File: src/rtl/lsu_pkg.sv
// Shared definitions for the load/store unit: RV32 funct3 codes, FSM state
// encodings, error cause encoding and the request legality check used at
// acceptance time.
package lsu_pkg;

  localparam logic [2:0] F3_B  = 3'd0;
  localparam logic [2:0] F3_H  = 3'd1;
  localparam logic [2:0] F3_W  = 3'd2;
  localparam logic [2:0] F3_BU = 3'd4;
  localparam logic [2:0] F3_HU = 3'd5;

  typedef logic [2:0] state_t;

  localparam state_t S_IDLE    = 3'd0;
  localparam state_t S_RD      = 3'd1;
  localparam state_t S_RD_WAIT = 3'd2;
  localparam state_t S_WR      = 3'd3;
  localparam state_t S_RESP    = 3'd4;
  localparam state_t S_ERR     = 3'd5;

  typedef enum logic [1:0] {
    CAUSE_NONE     = 2'd0,
    CAUSE_FUNCT3   = 2'd1,
    CAUSE_MISALIGN = 2'd2,
    CAUSE_RANGE    = 2'd3
  } err_cause_e;

  // Checks are ordered by priority: funct3 legality, then alignment, then
  // range. Store encodings above sw are illegal; loads only allow 0/1/2/4/5.
  function automatic err_cause_e check_req(input logic        we,
                                           input logic [2:0]  f3,
                                           input logic [31:0] addr,
                                           input int unsigned aw);
    logic legal;
    logic misalign;
    logic out_of_range;
    if (we) legal = (f3 == F3_B) || (f3 == F3_H) || (f3 == F3_W);
    else    legal = (f3 == F3_B) || (f3 == F3_H) || (f3 == F3_W) ||
                    (f3 == F3_BU) || (f3 == F3_HU);
    misalign = (((f3 == F3_H) || (f3 == F3_HU)) && addr[0]) ||
               ((f3 == F3_W) && (addr[1:0] != 2'b00));
    out_of_range = (addr >> (aw + 2)) != 32'd0;
    if (!legal)            return CAUSE_FUNCT3;
    else if (misalign)     return CAUSE_MISALIGN;
    else if (out_of_range) return CAUSE_RANGE;
    else                   return CAUSE_NONE;
  endfunction

endpackage

File: src/rtl/lsu_align.sv
// Combinational data alignment for the load/store unit.
//   word_i      : word read from memory
//   wdata_i     : store data (low byte/half used for sb/sh)
//   offset_i    : byte offset within the word (addr[1:0])
//   funct3_i    : RV32 funct3 of the access
//   load_data_o : selected byte/half/word, sign or zero extended
//   store_word_o: word_i with the store byte/half merged in at offset_i
module lsu_align
  import lsu_pkg::*;
(
  input  logic [31:0] word_i,
  input  logic [31:0] wdata_i,
  input  logic [1:0]  offset_i,
  input  logic [2:0]  funct3_i,
  output logic [31:0] load_data_o,
  output logic [31:0] store_word_o
);

  logic [7:0]  byte_sel;
  logic [15:0] half_sel;

  always_comb begin
    byte_sel = word_i[8*offset_i +: 8];
    half_sel = offset_i[1] ? word_i[31:16] : word_i[15:0];
    case (funct3_i)
      F3_B:    load_data_o = {{24{byte_sel[7]}}, byte_sel};
      F3_BU:   load_data_o = {24'd0, byte_sel};
      F3_H:    load_data_o = {{16{half_sel[15]}}, half_sel};
      F3_HU:   load_data_o = {16'd0, half_sel};
      F3_W:    load_data_o = word_i;
      default: load_data_o = 32'd0;
    endcase
  end

  always_comb begin
    store_word_o = word_i;
    case (funct3_i)
      F3_B: store_word_o[8*offset_i +: 8] = wdata_i[7:0];
      F3_H: begin
        if (offset_i[1]) store_word_o[31:16] = wdata_i[15:0];
        else             store_word_o[15:0]  = wdata_i[15:0];
      end
      F3_W:    store_word_o = wdata_i;
      default: store_word_o = word_i;
    endcase
  end

endmodule

File: src/rtl/mem_access_unit.sv
// Load/store initiator between the MEM stage and the word-addressed data
// memory. Takes one byte-addressed RV32 load/store per handshake, turns it
// into word reads/writes (read-modify-write for sb/sh) and returns extended
// load data. Illegal, misaligned or out-of-range requests complete with
// resp_err and never touch memory.
//   clk, rst                     : clock, synchronous active-high reset
//   req_valid/req_ready          : request handshake
//   req_we/req_funct3/req_addr/req_wdata : request fields
//   resp_valid/resp_err/resp_rdata       : one-cycle completion
//   mem_addr/mem_rd_en/mem_wr_en/mem_wdata/mem_rdata : data memory port
module mem_access_unit
  import lsu_pkg::*;
#(
  parameter int unsigned AW = 8
) (
  input  logic        clk,
  input  logic        rst,
  input  logic        req_valid,
  output logic        req_ready,
  input  logic        req_we,
  input  logic [2:0]  req_funct3,
  input  logic [31:0] req_addr,
  input  logic [31:0] req_wdata,
  output logic        resp_valid,
  output logic        resp_err,
  output logic [31:0] resp_rdata,
  output logic [31:0] mem_addr,
  output logic        mem_rd_en,
  output logic        mem_wr_en,
  output logic [31:0] mem_wdata,
  input  logic [31:0] mem_rdata
);

  state_t      state_q, state_d;
  logic [31:0] mem_addr_q;
  logic [1:0]  off_q;
  logic [2:0]  f3_q;
  logic        we_q;
  logic [31:0] wdata_q;
  logic [31:0] rdata_q;

  err_cause_e  cause;
  logic        accept;
  logic [31:0] load_data;
  logic [31:0] store_word;

  assign req_ready = (state_q == S_IDLE) && !rst;
  assign accept    = req_valid && req_ready;
  assign cause     = check_req(req_we, req_funct3, req_addr, AW);

  lsu_align u_align (
    .word_i       (mem_rdata),
    .wdata_i      (wdata_q),
    .offset_i     (off_q),
    .funct3_i     (f3_q),
    .load_data_o  (load_data),
    .store_word_o (store_word)
  );

  always_comb begin
    state_d = state_q;
    case (state_q)
      S_IDLE: begin
        if (accept) begin
          if (cause != CAUSE_NONE)                 state_d = S_ERR;
          else if (req_we && req_funct3 == F3_W)   state_d = S_WR;
          else                                     state_d = S_RD;
        end
      end
      S_RD:      state_d = S_RD_WAIT;
      S_RD_WAIT: state_d = we_q ? S_WR : S_RESP;
      S_WR:      state_d = S_RESP;
      S_RESP:    state_d = S_IDLE;
      S_ERR:     state_d = S_IDLE;
      default:   state_d = S_IDLE;
    endcase
  end

  always_ff @(posedge clk) begin
    if (rst) begin
      state_q    <= S_IDLE;
      mem_addr_q <= 32'd0;
      off_q      <= 2'd0;
      f3_q       <= 3'd0;
      we_q       <= 1'b0;
      wdata_q    <= 32'd0;
      rdata_q    <= 32'd0;
    end else begin
      state_q <= state_d;
      if (accept) begin
        mem_addr_q <= {{(30-AW){1'b0}}, req_addr[AW+1:2]};
        off_q      <= req_addr[1:0];
        f3_q       <= req_funct3;
        we_q       <= req_we;
        wdata_q    <= req_wdata;
        rdata_q    <= 32'd0;
      end
      // RMW reuses wdata_q as the merged write word; loads keep the result.
      if (state_q == S_RD_WAIT) begin
        if (we_q) wdata_q <= store_word;
        else      rdata_q <= load_data;
      end
    end
  end

  assign resp_valid = (state_q == S_RESP) || (state_q == S_ERR);
  assign resp_err   = (state_q == S_ERR);
  assign resp_rdata = (state_q == S_RESP) ? rdata_q : 32'd0;
  assign mem_addr   = mem_addr_q;
  assign mem_wdata  = wdata_q;
  // Gated by rst so a reset landing mid-RMW can never commit a write.
  assign mem_rd_en  = (state_q == S_RD) && !rst;
  assign mem_wr_en  = (state_q == S_WR) && !rst;

endmodule

File: config.mk
export PLATFORM = sky130hd
export DESIGN_NAME = mem_access_unit
export DESIGN_NICKNAME = d
export VERILOG_FILES = /design/src/rtl/lsu_pkg.sv /design/src/rtl/lsu_align.sv /design/src/rtl/mem_access_unit.sv
export SDC_FILE = /design/constraint.sdc
export NUM_CORES = 1
export LEC_CHECK = 0
export ABC_AREA = 1
export CAP_MARGIN = 20
export CORE_MARGIN = 2
export CORE_UTILIZATION = 50
export DETAILED_ROUTE_END_ITERATION = 6
export PLACE_DENSITY_LB_ADDON = 0.12
export REMOVE_ABC_BUFFERS = 1
export SLEW_MARGIN = 40
export SYNTH_ARGS = -nofsm -noshare
export SYNTH_HDL_FRONTEND = slang
export SYNTH_SLANG_ARGS = --single-unit
export TNS_END_PERCENT = 20
File: constraint.sdc
create_clock -name clk -period 2.9 [get_ports clk]
set_input_delay 0.435 -clock clk [delete_from_list [all_inputs] [get_ports clk]]
set_output_delay 0.435 -clock clk [all_outputs]
set_load 0.005 [all_outputs]
# Word-level counts from Yosys, hierarchy flattened
# Cells that the tools add are included.
# Widths: inputs -> output; s select.
totals:
  register_bits: 81
  latchBits: 0
  ramBits: 0
  mem_bits_ro: 0
  input_bits: 103
  output_inout_bits: 101
  word_cells: 72
  memories: 0
op_classes:
  add_sub_neg: 1
  multipliers: 0
  div: 0
  magnitude_cmp: 0
  eq_ne: 16
  shifts: 3
  n_mux: 22
  bitwise: 0
  reduce_logical: 22
op_table:
  columns: ["cell", "n"]
  rows:
  - ["$mux 32", 7]
  - ["$pmux 32 s5", 1]
  - ["$pmux 32 s3", 1]
  - ["$mux 16", 3]
  - ["$neg 5->34", 1]
  - ["$shift 8x34->32 const A", 1]
  - ["$shiftx 8x34->32", 1]
  - ["$bwmux 32", 1]
  - ["$reduce_bool 32->1", 1]
  - ["$shiftx 32x6->8", 1]
  - ["$eq 3x3->1 const B", 6]
  - ["$eq 3x2->1 const B", 4]
  - ["$pmux 3 s4", 1]
  - ["$eq 3x1->1 const B", 3]
  - ["$logic_not 3->1", 3]
  - ["$mux 3", 3]
  - ["$mux 2", 4]
  - ["$logic_and 1x1->1", 7]
  - ["$logic_or 1x1->1", 7]
  - ["$ne 4x4->1 const B", 1]
  - ["$reduce_bool 2->1", 2]
  - ["$ne 3x3->1 const B", 1]
  - ["$ne 2x2->1 const B", 1]
  - ["$reduce_and 2->1", 1]
  - ["2 further kinds", 2]

# Logic depth before layout (Yosys ltp)
depth:
  word_depth: 11
  ltp_mapped: 13
  ltp_nobuf: 10

# Cells and area by module
# Synthesis repeated with hierarchy kept, for this count alone.
hier_totals:
  cells_unflattened: 1253
  area_unflattened_um2: 6796.5
by_module_without_submodules:
  columns: ["mod", "instances", "cells_per_inst", "area_per_inst_um2", "seq_area_each_um2"]
  rows:
  - ["mem_access_unit", 1, 594, 4017.6, 1621.6]
  - ["lsu_align", 1, 659, 2778.9, 0.0]

# Worst setup path after synthesis
# Ideal clock, no wire load.
synth_path:
  kind: "register -> register"
  startpoint: "reg off_q[1]"
  endpoint: "reg wdata_q[16], in the netlist mem_wdata[16]"
  setup_ns: 0.070
  t_arrival_ns: 1.798
  t_required_ns: 2.830
  setup_slack_ns: 1.032
  stages_incl_launch_ff: 14
  path_buffers: 3
  synth_period_minus_slack_ns: 1.868
  cell_sequence: "dfxtp_1 > buf_4 > inv_2 > buf_6 > ha_1 > buf_2 > inv_1 > nor2_1 > nand2_1 > nand2_1 > nand3b_1 > nand2_1 > nand2_1 > a21oi_1"
synth_via:
  elab_chain_len: 6
  word_cells_on_any_way: 8
  classes_between: "1 x add/sub; 2 x shift; 5 x mux"
synth_rtl:
  columns: ["item", "line", "source"]
  rows:
  - ["start, declared", "mem_access_unit.sv:36", "logic [1:0] off_q;"]
  - ["start signal, assigned", "mem_access_unit.sv:92", "off_q <= req_addr[1:0];"]
  - ["$neg 5->34", "lsu_align.sv:38", "F3_B: store_word_o[8*offset_i +: 8] = wdata_i[7:0];"]
  - ["$shiftx 8x34->32 / $shift 8x34->32 (equally long branches)", "lsu_align.sv:38", null]
  - ["$bwmux 32", "lsu_align.sv:38", null]
  - ["$pmux 32 s3 (*)", "lsu_align.sv:37", "case (funct3_i)"]
  - ["$mux 32 (*)", "mem_access_unit.sv:100", "if (we_q) wdata_q <= store_word;"]
  - ["$mux 32 (*)", "mem_access_unit.sv:99", "if (state_q == S_RD_WAIT) begin"]
  - ["end signal, assigned", "mem_access_unit.sv:95", "wdata_q <= req_wdata;"]
  - ["end signal, assigned", "mem_access_unit.sv:100", null]
  - ["end, declared", "mem_access_unit.sv:39", "logic [31:0] wdata_q;"]
# Every way passes the cells marked *; elsewhere a longest branch is shown, timed or not.
# A chain may end at the register's enable or synchronous reset.

# Final worst setup path
layout_path:
  startpoint: "reg state_q[0]"
  endpoint: "out resp_rdata[13]"
layout_via:
  elab_chain_len: 2
layout_rtl:
  columns: ["item", "line", "source"]
  rows:
  - ["start, declared", "mem_access_unit.sv:34", "state_t state_q, state_d;"]
  - ["start signal, assigned", "mem_access_unit.sv:89", "state_q <= state_d;"]
  - ["$eq 3x3->1", "mem_access_unit.sv:108", "assign resp_rdata = (state_q == S_RESP) ? rdata_q : 32'd0;"]
  - ["$mux 32", "mem_access_unit.sv:108", null]
  - ["end, declared", "mem_access_unit.sv:26", "output logic [31:0] resp_rdata,"]
# Every way passes these cells.

==> key figures <==
Outcome
  • Outcome: finished clean

Clocking
  • # clock sinks: 81
  • CTS Buffer Depth: 2
  • CTS clk-pin slew, worst paths: 70 ps
  • Post-CTS sizing: 0
  • Post-CTS Setup Inserts: 0
  • Post-CTS Hold Fix Bufs: 0
  • Num CTS Buffers: 9
  • CTS tree: done
  • H-tree depth: 3
  • Worst-Skew Late Latency: 340 ps
  • CTS Root Cell: clkbuf_16

Timing
  • Slew headroom: 0.5640
  • Worst Max-Slew Pin Slew: 652.5 ps
  • Max Fclk: 420.1 MHz
  • Final setup TNS: 0 ps
  • Setup ws final: 519.6 ps
  • Hold Slack: 431.8 ps
  • Skew final: 5.199 ps
  • Final hold vios: 0
  • Max Slew Vio Count: 0
  • Final setup vio count: 0
  • Fin crit period: 2380 ps
  • Fin crit share: 0.8208
  • RSZ-0062 raised after global routing: no

Route
  • DR pass1 iterations: 5
  • Wire length on met2: 8550 um
  • Vias: 6826
  • Drt total wl: 18710 um
  • Top Layer Used: met4
  • Via density: 5.287
  • Wire per inst: 14.49 um
  • Final ANT Viol Nets: 0
  • DRT met1 WL: 8147 um
  • DRT iter0 DRCs: 743
  • Post-route DRC: 0
  • Met3 wire length: 1635 um

Power and ir drop
  • Max IR drop VDD: 279.4 uV
  • Pwr dens: 422.8 nW/um^2
  • Leak: 3.098 nW

Synthesis
  • Count of cell types in the netlist: 28
  • Combinational family with the most area after synthesis: simple AND/OR/NAND/NOR gates
  • #FFs+latches synth: 81
  • Cells after Synth: 1003
  • Post-Synth Simple-Gate Area: 0.4241
  • Mux cell area share after synthesis: 0
  • Register area share after synthesis: 0.2787
  • Adder-cell share of the synthesized area: 0.01075
  • Ys Warns: 0
  • Synthesized cell area: 5818 sq um
  • Post-synthesis xor/xnor area fraction: 0
  • Synth Area in Compound Gates: 0.1308
  • Post-Syn Area per Cell: 5.801 sq um

Global routing
  • Vias in the first global route: 6183
  • Total grt overflow: 0
  • Initial antenna violation count: 0
  • Pin count of the biggest net entering global routing: 64
  • First-pass GRT wire length: 29990 um
  • GRT Util Overall: 0.2918

Final layout
  • Final #Nets: 1251
  • Area growth syn-to-layout: 33.23%
  • Antenna diodes: 0
  • Proportion of layout cells with a drive suffix above 1: 0.04443

Worst setup path
  • CP endpoint kind: output port
  • CP required: 2470 ps
  • Critical Path AT: 1950 ps
  • Worst setup SP type: flip-flop
  • Critical R2R Launch: f3_q[0]$_SDFFE_PP0P_
  • Worst setup path category: reg -> out
  • Worst Path Max Fanout: 31
  • Crit path from: state_q[0]$_SDFFE_PP0P_

Place
  • Pre-CTS setup slack: 767.7 ps
  • GP Congestion: 0.9680
  • PortBufs: 179
  • Hpwl dp: 13610 um

Min path
  • Hold Startpoint: rst
  • Worst Hold Class: in -> reg

Floorplanning
  • Initial Util: 0.5117
  • I/O pins: 204
  • Row count: 39
  • Die footprint: 12510 sq um
  • Core area: 11370 sq um
  • Die height: 111.9 um
  • Die X: 111.9 um

Job
  • Max cap viols: 0
[metal layers]
metal  global-route usage  vias to the layer above
li1                     -                     3433
met3              0.04409                       30
met1               0.3956                     3045
met2               0.4760                      318
met5                    0                        -
met4              0.09877                        0
[path summary, 6_finish.rpt]
| path | end | slack [ps] | depth (start not counted) |
|---|---|---|---|
| max | resp_rdata[13] | 520 | 5 |
| min reg2reg | mem_addr[3]$_SDFFE_PP0P_ | 470 | 2 |
| max reg2reg | mem_wdata[12]$_SDFFE_PP0P_ | 720 | 10 |
| min | mem_addr[5]$_SDFFE_PP0P_ | 430 | 2 |
[registers in the layout, indices dropped and copies added (netlist names)]
register / flops
f3_q: 3
mem_addr: 8
we_q: 1
mem_wdata: 32
rdata_q: 32
off_q: 2
state_q: 3
[layout make-up]
type	instances	area [sq um]
sequential	81	1622
timing repair buffer	192	1897
tap	143	178.9
fill	1048	3618
clock buffer	9	225.2
clock inverter	7	76.32
multi-input combinational	760	3381
inverter	99	371.6
[Yosys cell counts (all sizes together)]
cell type | number | area share
a21oi | 102 | 0.088
nand3 | 131 | 0.12
conb | 1 | 0.00064
nor3 | 2 | 0.0017
clkbuf | 22 | 0.014
nand3b | 7 | 0.0090
o211ai | 5 | 0.0065
nand4 | 11 | 0.012
nor4 | 1 | 0.0011
or2 | 2 | 0.0022
o21ai | 41 | 0.035
inv | 99 | 0.064
ha | 5 | 0.011
dfxtp | 81 | 0.28
o21bai | 1 | 0.0013
nand2 | 285 | 0.19
buf | 64 | 0.077
nor2 | 143 | 0.097
[report_power, final]
part | internal, mW | total, mW | switching [mW] | leakage (nW)
Clock | 0.673 | 1.16 | 0.489 | 0.142
Combinational | 0.388 | 0.892 | 0.505 | 2.30
Sequential | 1.17 | 1.22 | 0.0546 | 0.659
[critical path, cell delays in order, from the launching register on]
cell	delay [ps]
dfxtp_1	380
nor2_2	190
nand2_1	120
buf_4	240
nor2_1	150
clkdlybuf4s50_1	520
[cells in the final DEF (no fill, tap or decap)]
| master | n |
|---|---|
| nand4_1 | 11 |
| o21ai_0 | 36 |
| nor2_4 | 2 |
| nor3_1 | 2 |
| clkinv_2 | 1 |
| o21bai_1 | 1 |
| ha_1 | 5 |
| nand3b_1 | 7 |
| clkinvlp_4 | 2 |
| nor2_2 | 4 |
| nor4_1 | 1 |
| buf_2 | 1 |
| buf_12 | 1 |
| bufinv_16 | 1 |
| dfxtp_1 | 81 |
| o211ai_1 | 5 |
| a21oi_1 | 102 |
| inv_1 | 92 |
| nand2_4 | 1 |
| nor2_1 | 137 |
| nand3_1 | 127 |
| nand3_2 | 4 |
| clkinv_4 | 1 |
| inv_2 | 7 |
| or2_2 | 2 |
| inv_6 | 2 |
| clkdlybuf4s50_1 | 178 |
| clkbuf_16 | 9 |
| o21ai_1 | 5 |
| conb_1 | 24 |
| nand2_2 | 1 |
| buf_4 | 12 |
| nand2_1 | 283 |
[metrics by stage]
stage	std cells	cell area (sq um)	power, mW	utilization
final	1291	7751	3.277	0.6817
after global routing	1291	7751	3.438	0.6817
after CTS	1291	7751	3.282	0.6817
after detailed placement	1275	7450	2.124	0.6552
after global placement	1275	7450	2.115	0.6552
after floorplan	940	5374	1.703	-
[cells by family after synthesis]
family	Yosys count
other cells	1
simple gates	582
buf+inv	185
fa+ha+maj	5
compound gates	149
flops	81
Power figures use the tool's default switching activity.
